[src/rtl/gpu_arb_pkg.sv]
// Shared types and constants for the GPU pixel arbiter slice.
// Optional revocation timer is enabled by defining GPU_ARB_TIMEOUT_EN.
`ifndef WIDTH_BITS
`define WIDTH_BITS 12
`endif
`ifndef HEIGHT_BITS
`define HEIGHT_BITS 12
`endif

package gpu_arb_pkg;

    localparam int GPU_NUM_REQ = 4;
    localparam int REQ_ID_W    = $clog2(GPU_NUM_REQ);

    typedef logic [REQ_ID_W-1:0] req_id_t;

    localparam req_id_t REQ_LINE   = req_id_t'(0);
    localparam req_id_t REQ_FILL   = req_id_t'(1);
    localparam req_id_t REQ_ARC    = req_id_t'(2);
    localparam req_id_t REQ_CIRCLE = req_id_t'(3);

    typedef enum logic {
        ARB_IDLE   = 1'b0,
        ARB_LOCKED = 1'b1
    } arb_state_t;

    // Observation bundle: FSM state plus the two arbitration registers.
    typedef struct packed {
        arb_state_t state;
        req_id_t    grant;
        req_id_t    rr_ptr;
    } arb_dbg_t;

    function automatic int next_index(input int idx, input int n);
        return (idx + 1 >= n) ? 0 : idx + 1;
    endfunction

endpackage

[src/rtl/gpu_pixel_arbiter_if.sv]
// Pixel bus between the rasterizers, the arbiter and the frame-buffer writer.
// Handshake: a pixel moves on any rising edge where its valid and ready are both 1;
// the producer holds valid and payload stable until then, ready may depend on valid.
`ifndef WIDTH_BITS
`define WIDTH_BITS 12
`endif
`ifndef HEIGHT_BITS
`define HEIGHT_BITS 12
`endif

interface gpu_pixel_arbiter_if #(
    parameter int NUM_REQ = 4
);
    localparam int ID_W = $clog2(NUM_REQ);

    logic [NUM_REQ-1:0]                   req_valid_i;
    logic [NUM_REQ-1:0]                   req_last_i;
    logic [NUM_REQ-1:0][`WIDTH_BITS-1:0]  req_x_i;
    logic [NUM_REQ-1:0][`HEIGHT_BITS-1:0] req_y_i;
    logic [NUM_REQ-1:0]                   req_ready_o;

    logic [`WIDTH_BITS-1:0]               x_o;
    logic [`HEIGHT_BITS-1:0]              y_o;
    logic [ID_W-1:0]                      src_o;
    logic                                 valid_o;
    logic                                 ready_i;

    modport master (
        output req_valid_i, req_last_i, req_x_i, req_y_i, ready_i,
        input  req_ready_o, x_o, y_o, src_o, valid_o
    );

    modport slave (
        input  req_valid_i, req_last_i, req_x_i, req_y_i, ready_i,
        output req_ready_o, x_o, y_o, src_o, valid_o
    );

endinterface

[src/rtl/gpu_rr_picker.sv]
// Combinational round-robin picker: first valid requester at or after rr_ptr, wrapping.
module gpu_rr_picker
    import gpu_arb_pkg::*;
#(
    parameter  int NUM_REQ = GPU_NUM_REQ,
    localparam int ID_W    = $clog2(NUM_REQ)
) (
    input  logic [NUM_REQ-1:0] valid,
    input  logic [ID_W-1:0]    rr_ptr,
    output logic [ID_W-1:0]    pick,
    output logic               any_valid
);

    always_comb begin
        int idx;
        idx       = 0;
        pick      = '0;
        any_valid = 1'b0;
        for (int i = 0; i < NUM_REQ; i++) begin
            idx = int'(rr_ptr) + i;
            if (idx >= NUM_REQ) idx = idx - NUM_REQ;
            if (!any_valid && valid[idx]) begin
                pick      = ID_W'(idx);
                any_valid = 1'b1;
            end
        end
    end

endmodule

[src/rtl/gpu_pixel_arbiter.sv]
// Shares one registered pixel output among the line/fill/arc/circle rasterizers.
// Define GPU_ARB_TIMEOUT_EN to revoke grants whose owner goes quiet for TIMEOUT_CYCLES.
module gpu_pixel_arbiter
    import gpu_arb_pkg::*;
#(
    parameter int NUM_REQ        = GPU_NUM_REQ,
    parameter int TIMEOUT_CYCLES = 1024
) (
    input  logic                  clk,
    input  logic                  rst,
    gpu_pixel_arbiter_if.slave    bus,
    output logic                  busy_o,
    output logic                  timeout_o,
    output arb_dbg_t              dbg_o
);

    localparam int ID_W = $clog2(NUM_REQ);

    arb_state_t              state_q;
    logic [ID_W-1:0]         grant_q;
    logic [ID_W-1:0]         rr_ptr_q;
    logic [ID_W-1:0]         pick;
    logic                    any_valid;

    logic                    valid_q;
    logic [`WIDTH_BITS-1:0]  x_q;
    logic [`HEIGHT_BITS-1:0] y_q;
    logic [ID_W-1:0]         src_q;

    logic                    slot_free;
    logic                    xfer;
    logic                    xfer_last;
    logic                    revoke;
    logic [NUM_REQ-1:0]      req_ready;
    logic [ID_W-1:0]         next_ptr;

    gpu_rr_picker #(
        .NUM_REQ (NUM_REQ)
    ) u_picker (
        .valid     (bus.req_valid_i),
        .rr_ptr    (rr_ptr_q),
        .pick      (pick),
        .any_valid (any_valid)
    );

    // The output slot can take a new pixel when empty or draining this cycle.
    always_comb begin
        slot_free = !valid_q || bus.ready_i;
        req_ready = '0;
        if (state_q == ARB_LOCKED && !rst) begin
            req_ready[grant_q] = slot_free;
        end
        xfer      = (state_q == ARB_LOCKED) && bus.req_valid_i[grant_q] && slot_free;
        xfer_last = xfer && bus.req_last_i[grant_q];
        next_ptr  = ID_W'(next_index(int'(grant_q), NUM_REQ));
    end

`ifdef GPU_ARB_TIMEOUT_EN
    localparam int TW = $clog2(TIMEOUT_CYCLES) + 1;

    logic [TW-1:0] timer_q;
    logic          timeout_q;

    assign revoke = (state_q == ARB_LOCKED) && !bus.req_valid_i[grant_q] &&
                    (timer_q == TW'(TIMEOUT_CYCLES - 1));

    // Counts only cycles where the owner presents nothing; a stalled pixel is not idle.
    always_ff @(posedge clk) begin
        if (rst) begin
            timer_q   <= '0;
            timeout_q <= 1'b0;
        end else begin
            timeout_q <= revoke;
            if (state_q != ARB_LOCKED || xfer || revoke) begin
                timer_q <= '0;
            end else if (!bus.req_valid_i[grant_q]) begin
                timer_q <= timer_q + TW'(1);
            end
        end
    end

    assign timeout_o = timeout_q;
`else
    assign revoke    = 1'b0;
    assign timeout_o = 1'b0;
`endif

    always_ff @(posedge clk) begin
        if (rst) begin
            state_q  <= ARB_IDLE;
            grant_q  <= '0;
            rr_ptr_q <= '0;
            valid_q  <= 1'b0;
            x_q      <= '0;
            y_q      <= '0;
            src_q    <= '0;
        end else begin
            if (xfer) begin
                x_q     <= bus.req_x_i[grant_q];
                y_q     <= bus.req_y_i[grant_q];
                src_q   <= grant_q;
                valid_q <= 1'b1;
            end else if (bus.ready_i) begin
                valid_q <= 1'b0;
            end

            unique case (state_q)
                ARB_IDLE: begin
                    if (any_valid) begin
                        grant_q <= pick;
                        state_q <= ARB_LOCKED;
                    end
                end
                ARB_LOCKED: begin
                    if (xfer_last || revoke) begin
                        state_q  <= ARB_IDLE;
                        rr_ptr_q <= next_ptr;
                    end
                end
                default: state_q <= ARB_IDLE;
            endcase
        end
    end

    assign bus.req_ready_o = req_ready;
    assign bus.x_o         = x_q;
    assign bus.y_o         = y_q;
    assign bus.src_o       = src_q;
    assign bus.valid_o     = valid_q;

    assign busy_o       = (state_q == ARB_LOCKED) || valid_q;
    assign dbg_o.state  = state_q;
    assign dbg_o.grant  = req_id_t'(grant_q);
    assign dbg_o.rr_ptr = req_id_t'(rr_ptr_q);

endmodule
[src/flat_wrapper.sv]
// flat-port wrapper written by rule: the top's interface ports become plain ports
module gpu_pixel_arbiter_flat import gpu_arb_pkg::*;
#(
    parameter int NUM_REQ        = GPU_NUM_REQ,
    parameter int TIMEOUT_CYCLES = 1024
)
  (clk, rst, busy_o, timeout_o, dbg_o, bus_req_valid_i, bus_req_last_i, bus_req_x_i, bus_req_y_i, bus_ready_i, bus_req_ready_o, bus_x_o, bus_y_o, bus_src_o, bus_valid_o);
  gpu_pixel_arbiter_if #(.NUM_REQ(NUM_REQ)) bus_i ();
  input  logic clk;
  input  logic rst;
  output logic busy_o;
  output logic timeout_o;
  output arb_dbg_t dbg_o;
  input wire logic [$bits(bus_i.req_valid_i)-1:0] bus_req_valid_i;
  input wire logic [$bits(bus_i.req_last_i)-1:0] bus_req_last_i;
  input wire logic [$bits(bus_i.req_x_i)-1:0] bus_req_x_i;
  input wire logic [$bits(bus_i.req_y_i)-1:0] bus_req_y_i;
  input wire logic [$bits(bus_i.ready_i)-1:0] bus_ready_i;
  output wire logic [$bits(bus_i.req_ready_o)-1:0] bus_req_ready_o;
  output wire logic [$bits(bus_i.x_o)-1:0] bus_x_o;
  output wire logic [$bits(bus_i.y_o)-1:0] bus_y_o;
  output wire logic [$bits(bus_i.src_o)-1:0] bus_src_o;
  output wire logic [$bits(bus_i.valid_o)-1:0] bus_valid_o;
  assign bus_i.req_valid_i = bus_req_valid_i;
  assign bus_i.req_last_i = bus_req_last_i;
  assign bus_i.req_x_i = bus_req_x_i;
  assign bus_i.req_y_i = bus_req_y_i;
  assign bus_i.ready_i = bus_ready_i;
  assign bus_req_ready_o = bus_i.req_ready_o;
  assign bus_x_o = bus_i.x_o;
  assign bus_y_o = bus_i.y_o;
  assign bus_src_o = bus_i.src_o;
  assign bus_valid_o = bus_i.valid_o;
  gpu_pixel_arbiter #(.NUM_REQ(NUM_REQ), .TIMEOUT_CYCLES(TIMEOUT_CYCLES)) u_core (.clk(clk), .rst(rst), .bus(bus_i), .busy_o(busy_o), .timeout_o(timeout_o), .dbg_o(dbg_o));
endmodule
[config.mk]
export PLATFORM = sky130hd
export DESIGN_NAME = gpu_pixel_arbiter_flat
export DESIGN_NICKNAME = d
export VERILOG_FILES = /design/src/rtl/gpu_arb_pkg.sv /design/src/rtl/gpu_pixel_arbiter_if.sv /design/src/rtl/gpu_rr_picker.sv /design/src/rtl/gpu_pixel_arbiter.sv /design/src/flat_wrapper.sv
export SDC_FILE = /design/constraint.sdc
export NUM_CORES = 1
export LEC_CHECK = 0
export ABC_AREA = 0
export CAP_MARGIN = 40
export CORE_MARGIN = 2
export CORE_UTILIZATION = 35
export DETAILED_ROUTE_END_ITERATION = 7
export MAX_ROUTING_LAYER = met4
export PLACE_DENSITY_LB_ADDON = 0.3
export SYNTH_ARGS = -nofsm -noshare
export SYNTH_HDL_FRONTEND = slang
export SYNTH_SLANG_ARGS = --single-unit
[constraint.sdc]
create_clock -name clk -period 2 [get_ports clk]
set_input_delay 0.2 -clock clk [delete_from_list [all_inputs] [get_ports clk]]
set_output_delay 0.2 -clock clk [all_outputs]
set_load 0.05 [all_outputs]
## Yosys cells after proc, flatten, opt, wreduce, memory -nomap -nowiden

Index checks and enable logic that the tools add are counted.

| cells by class | value |
|---|---|
| add/subtract/negate cells | 8 |
| $lt $le $gt $ge | 11 |
| multiplexer cells | 41 |
| bitwise gates (word level) | 2 |
| reductions and logical operators | 18 |

Operator list:

| cell | count |
|---|---|
| $lt 32x4->1 const B | 4 |
| $mux 32 | 4 |
| $bmux 12 s2 | 2 |
| $mux 12 | 2 |
| $mux 1 | 19 |
| $bmux 1 s2 | 6 |
| $ge 3x3->1 const B | 4 |
| $sub 3x3->4 const B | 3 |
| $mux 2 | 5 |
| $logic_and 1x1->1 | 8 |
| $add 2x1->3 const B | 2 |
| $add 2x2->3 const B | 2 |
| $logic_not 1->1 | 5 |
| $and 4x4->4 | 1 |
| $mux 4 | 1 |
| $reduce_and 2->1 | 2 |
| $sub 2x3->4 const B | 1 |
| $ge 2x3->1 const B | 1 |
| $lt 2x3->1 const B | 1 |
| $demux 1 s2 | 1 |
| $ge 2x1->1 const B | 1 |
| $logic_or 1x1->1 | 2 |
| $pmux 1 s2 | 1 |
| $reduce_bool 2->1 | 1 |
| $not 1->1 | 1 |

| storage, ports and cells | value |
|---|---|
| bits in registers | 32 |
| input port bits | 107 |

## Depth between registers and ports, before layout

| depth | value |
|---|---|
| word-level depth | 17 |
| gate-level depth with buffers | 7 |
| mapped depth without buffers | 4 |

## Modules after synthesis

A second synthesis with hierarchy kept.

| second synthesis, totals | value |
|---|---|
| cells, all modules | 206 |
| area, all modules | 2,019.4 sq um |

By module, submodules not included:

| module | instances | cells each | area each (sq um) |
|---|---|---|---|
| gpu_pixel_arbiter | 1 | 191 | 1,941.9 |
| gpu_rr_picker | 1 | 15 | 77.6 |

## Least setup slack after synthesis

OpenSTA, ideal clock, no wires.

| timing | value |
|---|---|
| path kind | register -> output |
| start point | register u_core.grant_q[0] |
| end point | output port bus_req_ready_o[0] |
| data arrival time | 2.043 ns |
| slack | -0.243 ns |
| stages on the path, launching flop included | 7 |
| buffers on the path | 3 |
| path through | dfxtp_1 > buf_6 > clkbuf_1 > clkbuf_1 > inv_1 > ha_1 > and2_1 |

| on the way | value |
|---|---|
| cells in the longest elaborated chain, start to end | 6 |
| elaborated cells between the ends (all ways) | 7 |

Ends and longest elaborated chain:

| item | line | source |
|---|---|---|
| start: declaration | gpu_pixel_arbiter.sv:20 | `logic [ID_W-1:0] grant_q;` |
| start signal: assignment | gpu_pixel_arbiter.sv:110 | `grant_q <= pick;` |
| $lt 2x3->1 (implied by the code) or $ge 2x1->1 (tied branches) | gpu_pixel_arbiter.sv:51 | `req_ready[grant_q] = slot_free;` |
| $logic_and 1x1->1 (implied by the code) | gpu_pixel_arbiter.sv:51 |  |
| $mux 1 (implied by the code) | gpu_pixel_arbiter.sv:51 |  |
| $demux 1 s2 * | n/a |  |
| $and 4x4->4 (no line) * | n/a |  |
| $mux 4 * | gpu_pixel_arbiter.sv:50 | `if (state_q == ARB_LOCKED && !rst) begin` |
| end: declaration | flat_wrapper.sv:19 | `output wire logic [$bits(bus_i.req_ready_o)-1:0] bus_req_ready_o;` |

Every way passes the cells marked *; elsewhere a longest branch is shown, timed or not.

## Final worst setup path

| timing | value |
|---|---|
| start point | register u_core.state_q |
| end point | output port dbg_o[4] in the netlist's numbering |

RTL lines:

| item | line | source |
|---|---|---|
| start: declaration | gpu_pixel_arbiter.sv:19 | `arb_state_t state_q;` |
| start signal: assignment | gpu_pixel_arbiter.sv:90 | `state_q <= ARB_IDLE;` |
| start signal: assignment | gpu_pixel_arbiter.sv:111 | `state_q <= ARB_LOCKED;` |
| start signal: assignment | gpu_pixel_arbiter.sv:116 | `state_q <= ARB_IDLE;` |
| end: declaration | flat_wrapper.sv:13 | `output arb_dbg_t dbg_o;` |

No word-level cell between the ends.

==> impl_metrics.env <==
export IMPL_placed_area_um2=3610
export IMPL_ys_dominant_reg_cell="dfxtp_1"
export IMPL_die_area_um2=6510
export IMPL_syn_avg_cell_area_um2=8.73
export IMPL_grt_pass1_vias=2372
export IMPL_max_clock_freq_ghz=0.539
export IMPL_grt_pass1_wl_um=10900
export IMPL_cp_num_buf_inv=1
export IMPL_synthArstFlopShare_pct=0
export IMPL_crit_chain="clkdlybuf4s50_1"
export IMPL_finalSetupViolCount=0
export IMPL_hold_class="reg -> reg"
export IMPL_crit_required_ps=1800
export IMPL_grt_total_usage_pct=22.2
export IMPL_grt_overflow_total=0
export IMPL_top_layer="met4"
export IMPL_die_y_um=80.7
export IMPL_status="completed"
export IMPL_hold_viol_final=0
export IMPL_vias_per_cell=5.30
export IMPL_cts_tree="done"
export IMPL_yosysWarnings=0
export IMPL_dpl_hpwl_um=5800
export IMPL_yosys_area_top_type="dfxtp_1"
export IMPL_fin_skew_ps=4.32
export IMPL_critPathKind="reg -> out"
export IMPL_ir_drop_v=0.000295
export IMPL_maxSlewHeadroom_pct=64.3
export IMPL_synth_area_um2=2060
export IMPL_setup_tns_ps=0
export IMPL_port_buffers=143
export IMPL_p_seq_share_pct=35.3
export IMPL_crit_fanout=10
export IMPL_cts_sinks=32
export IMPL_drtAntennaViolNets=0
export IMPL_p_clk_share_pct=24.0
export IMPL_synth_top_area_share_pct=31.1
export IMPL_power_switching_uw=660
export IMPL_rows=27
export IMPL_root_buffer="clkbuf_8"
export IMPL_wl_um=7040
export IMPL_area_delta_synth_final_pct=80.0
export IMPL_layout_drive_gt1_share_pct=13.5
export IMPL_crit_family="buffers and inverters"
export IMPL_cp_start_kind="register"
export IMPL_die_w_um=80.7
export IMPL_cp_arrival_ps=1660
export IMPL_hold_ws_ps=455
export IMPL_htreeDepth=2
export IMPL_core_area_um2=5610
export IMPL_place_congestion=0.807
export IMPL_via_count=2385
export IMPL_drc=0
export IMPL_fin_crit_sh_pct=92.8
export IMPL_rsz0062_at_grt="false"
export IMPL_instances_no_fill=450
export IMPL_max_cap_violations=0
export IMPL_finalMaxSlewViolations=0
export IMPL_wl_met1_um=2560
export IMPL_synthesis_nets=347
export IMPL_cellInternalPower_mw=1.39
export IMPL_yosysSeqAreaShare_pct=31.1
export IMPL_drtPass1Iterations=6
export IMPL_ys_top_cells_by_area="dfxtp_1 (31%), mux4_2 (16%), nand2_1 (8.7%)"
export IMPL_slowest_stage="clkdlybuf4s50_1"
export IMPL_dp_cells=442
export IMPL_clockBufferDepth=2
export IMPL_wl_met2_um=3550
export IMPL_nFillCells=475
export IMPL_fin_util_pct=66.1
export IMPL_wl_met3_um=845
export IMPL_fin_area_um2=3710
export IMPL_slowest_delay_ps=870
export IMPL_drt_iter0_drc=43
export IMPL_io_pins=145
export IMPL_ys_ff_latch=32
export IMPL_wire_per_inst_um=15.6
export IMPL_fin_ws_ps=144
export IMPL_powerDensity_nw_per_um2=553
export IMPL_grt_max_degree=28
export IMPL_antenna_found_initial=0
export IMPL_post_cts_repair_setup_buffers=0
export IMPL_detailedPlace_worstSlack_ps=25.5
export IMPL_clock_latency_ps=280
export IMPL_synth_edf_count=0
export IMPL_p_leak_nw=1.34
export IMPL_netlist_instances=236
export IMPL_clkSlewWorstSetupHoldPaths_ps=60
export IMPL_power_frac_comb_pct=40.7
export IMPL_finalNetCount=488
export IMPL_cts_buffers=5
export IMPL_synth_cell_types=36
export IMPL_initial_core_util_pct=36.7
export IMPL_min_period_ps=1860
export IMPL_antenna_cells=0
export IMPL_end_kind="primary output"
export IMPL_worstMarginPinSlew_ps=534
export IMPL_switching_share_pct=32.2
export IMPL_total_power_mw=2.05
[power groups by stage]
stage	Combinational (mW)	Clock (mW)	Sequential [mW]
final	0.833	0.492	0.723
after detailed placement	0.834	0	0.736
after global routing	0.890	0.544	0.729
after CTS	0.837	0.511	0.723
after floorplan	0.319	0	0.870
after global placement	0.822	0	0.735
[metal layers]
metal / vias to the layer above / GRT usage, %
met4: 0 / 5.25
met3: 10 / 8.43
met5: - / -
li1: 1158 / -
met2: 113 / 38.9
met1: 1104 / 23.7
[worst min-delay path, cell delays in order (launching register included)]
cell     delay (ps)
dfxtp_1         310
nand2_1          50
a21oi_1          50
[cell usage in the layout (no fill, tap or decap), types with 2 or more instances in the layout]
cell type          n
buf_12             4
inv_1              4
o211ai_1          14
clkbuf_1           2
dfxtp_1           30
and2_1             6
buf_4             17
clkdlybuf4s50_1  136
ha_1               4
nor2_1             5
a221oi_1           4
nand3_1           15
mux4_2            15
nand2_1           48
nor2b_1            2
a21oi_1           27
nand2b_1           4
clkbuf_8           6
a32oi_1            4
a22o_1             4
dfxtp_2            2
a32o_1             7
[layout make-up]
class	count	area, um^2	share of cell area (%)
Timing Repair Buffer	159	1590	43.0
Multi-Input combinational cell	174	1270	34.3
Sequential cell	32	643	17.3
Clock buffer	8	90.1	2.43
Tap cell	72	90.1	2.43
Inverter	5	20.0	0.540
[logic make-up after synthesis]
| kind of cell | after synthesis | share of synthesized area (%) |
|---|---|---|
| buffers and inverters | 30 | 7.17 |
| other | 1 | 0.182 |
| multiplexers | 17 | 17.4 |
| AO/OA/AOI/OAI | 65 | 22.0 |
| adder cells (fa/ha/maj) | 4 | 2.43 |
| AND/OR/NAND/NOR | 87 | 19.7 |
| flip-flops | 32 | 31.1 |
[worst paths after layout]
check / cells after the start / end / slack, ps / start
hold / removal: 2 / u_core.bus.x_o[4] / 460 / u_core.bus.x_o[4]
hold reg to reg: 2 / u_core.bus.x_o[4] / 460 / u_core.bus.x_o[4]
setup / recovery: 1 / dbg_o[4] / 140 / u_core.state_q
setup reg to reg: 4 / u_core.bus.x_o[11] / 160 / u_core.grant_q[0]
[Yosys cell counts (2+ instances only)]
master    count
a21oi_1      27
a221oi_1      4
a22o_1        4
a32o_1        7
a32oi_1       4
and2_1        6
buf_2         4
buf_4         2
buf_6         3
clkbuf_1     16
dfxtp_1      32
ha_1          4
inv_1         4
mux4_2       15
nand2_1      48
nand2b_1      4
nand3_1      15
nor2_1        5
nor2b_1       2
o211ai_1     14
[sequential cells by signal (all words and copies together), names as in the netlist]
name,flops
u_core.bus.x_o,12
u_core.bus.y_o,12
u_core.bus.src_o,2
u_core.grant_q,2
u_core.rr_ptr_q,2
u_core.bus.valid_o,1
u_core.state_q,1
[repair_timing]
action	in CTS	in global routing
gates cloned	0	0
resized for setup	1	3
setup endpoints to repair	2	4
hold buffers	0	0
(Power assumes the default switching activity.)
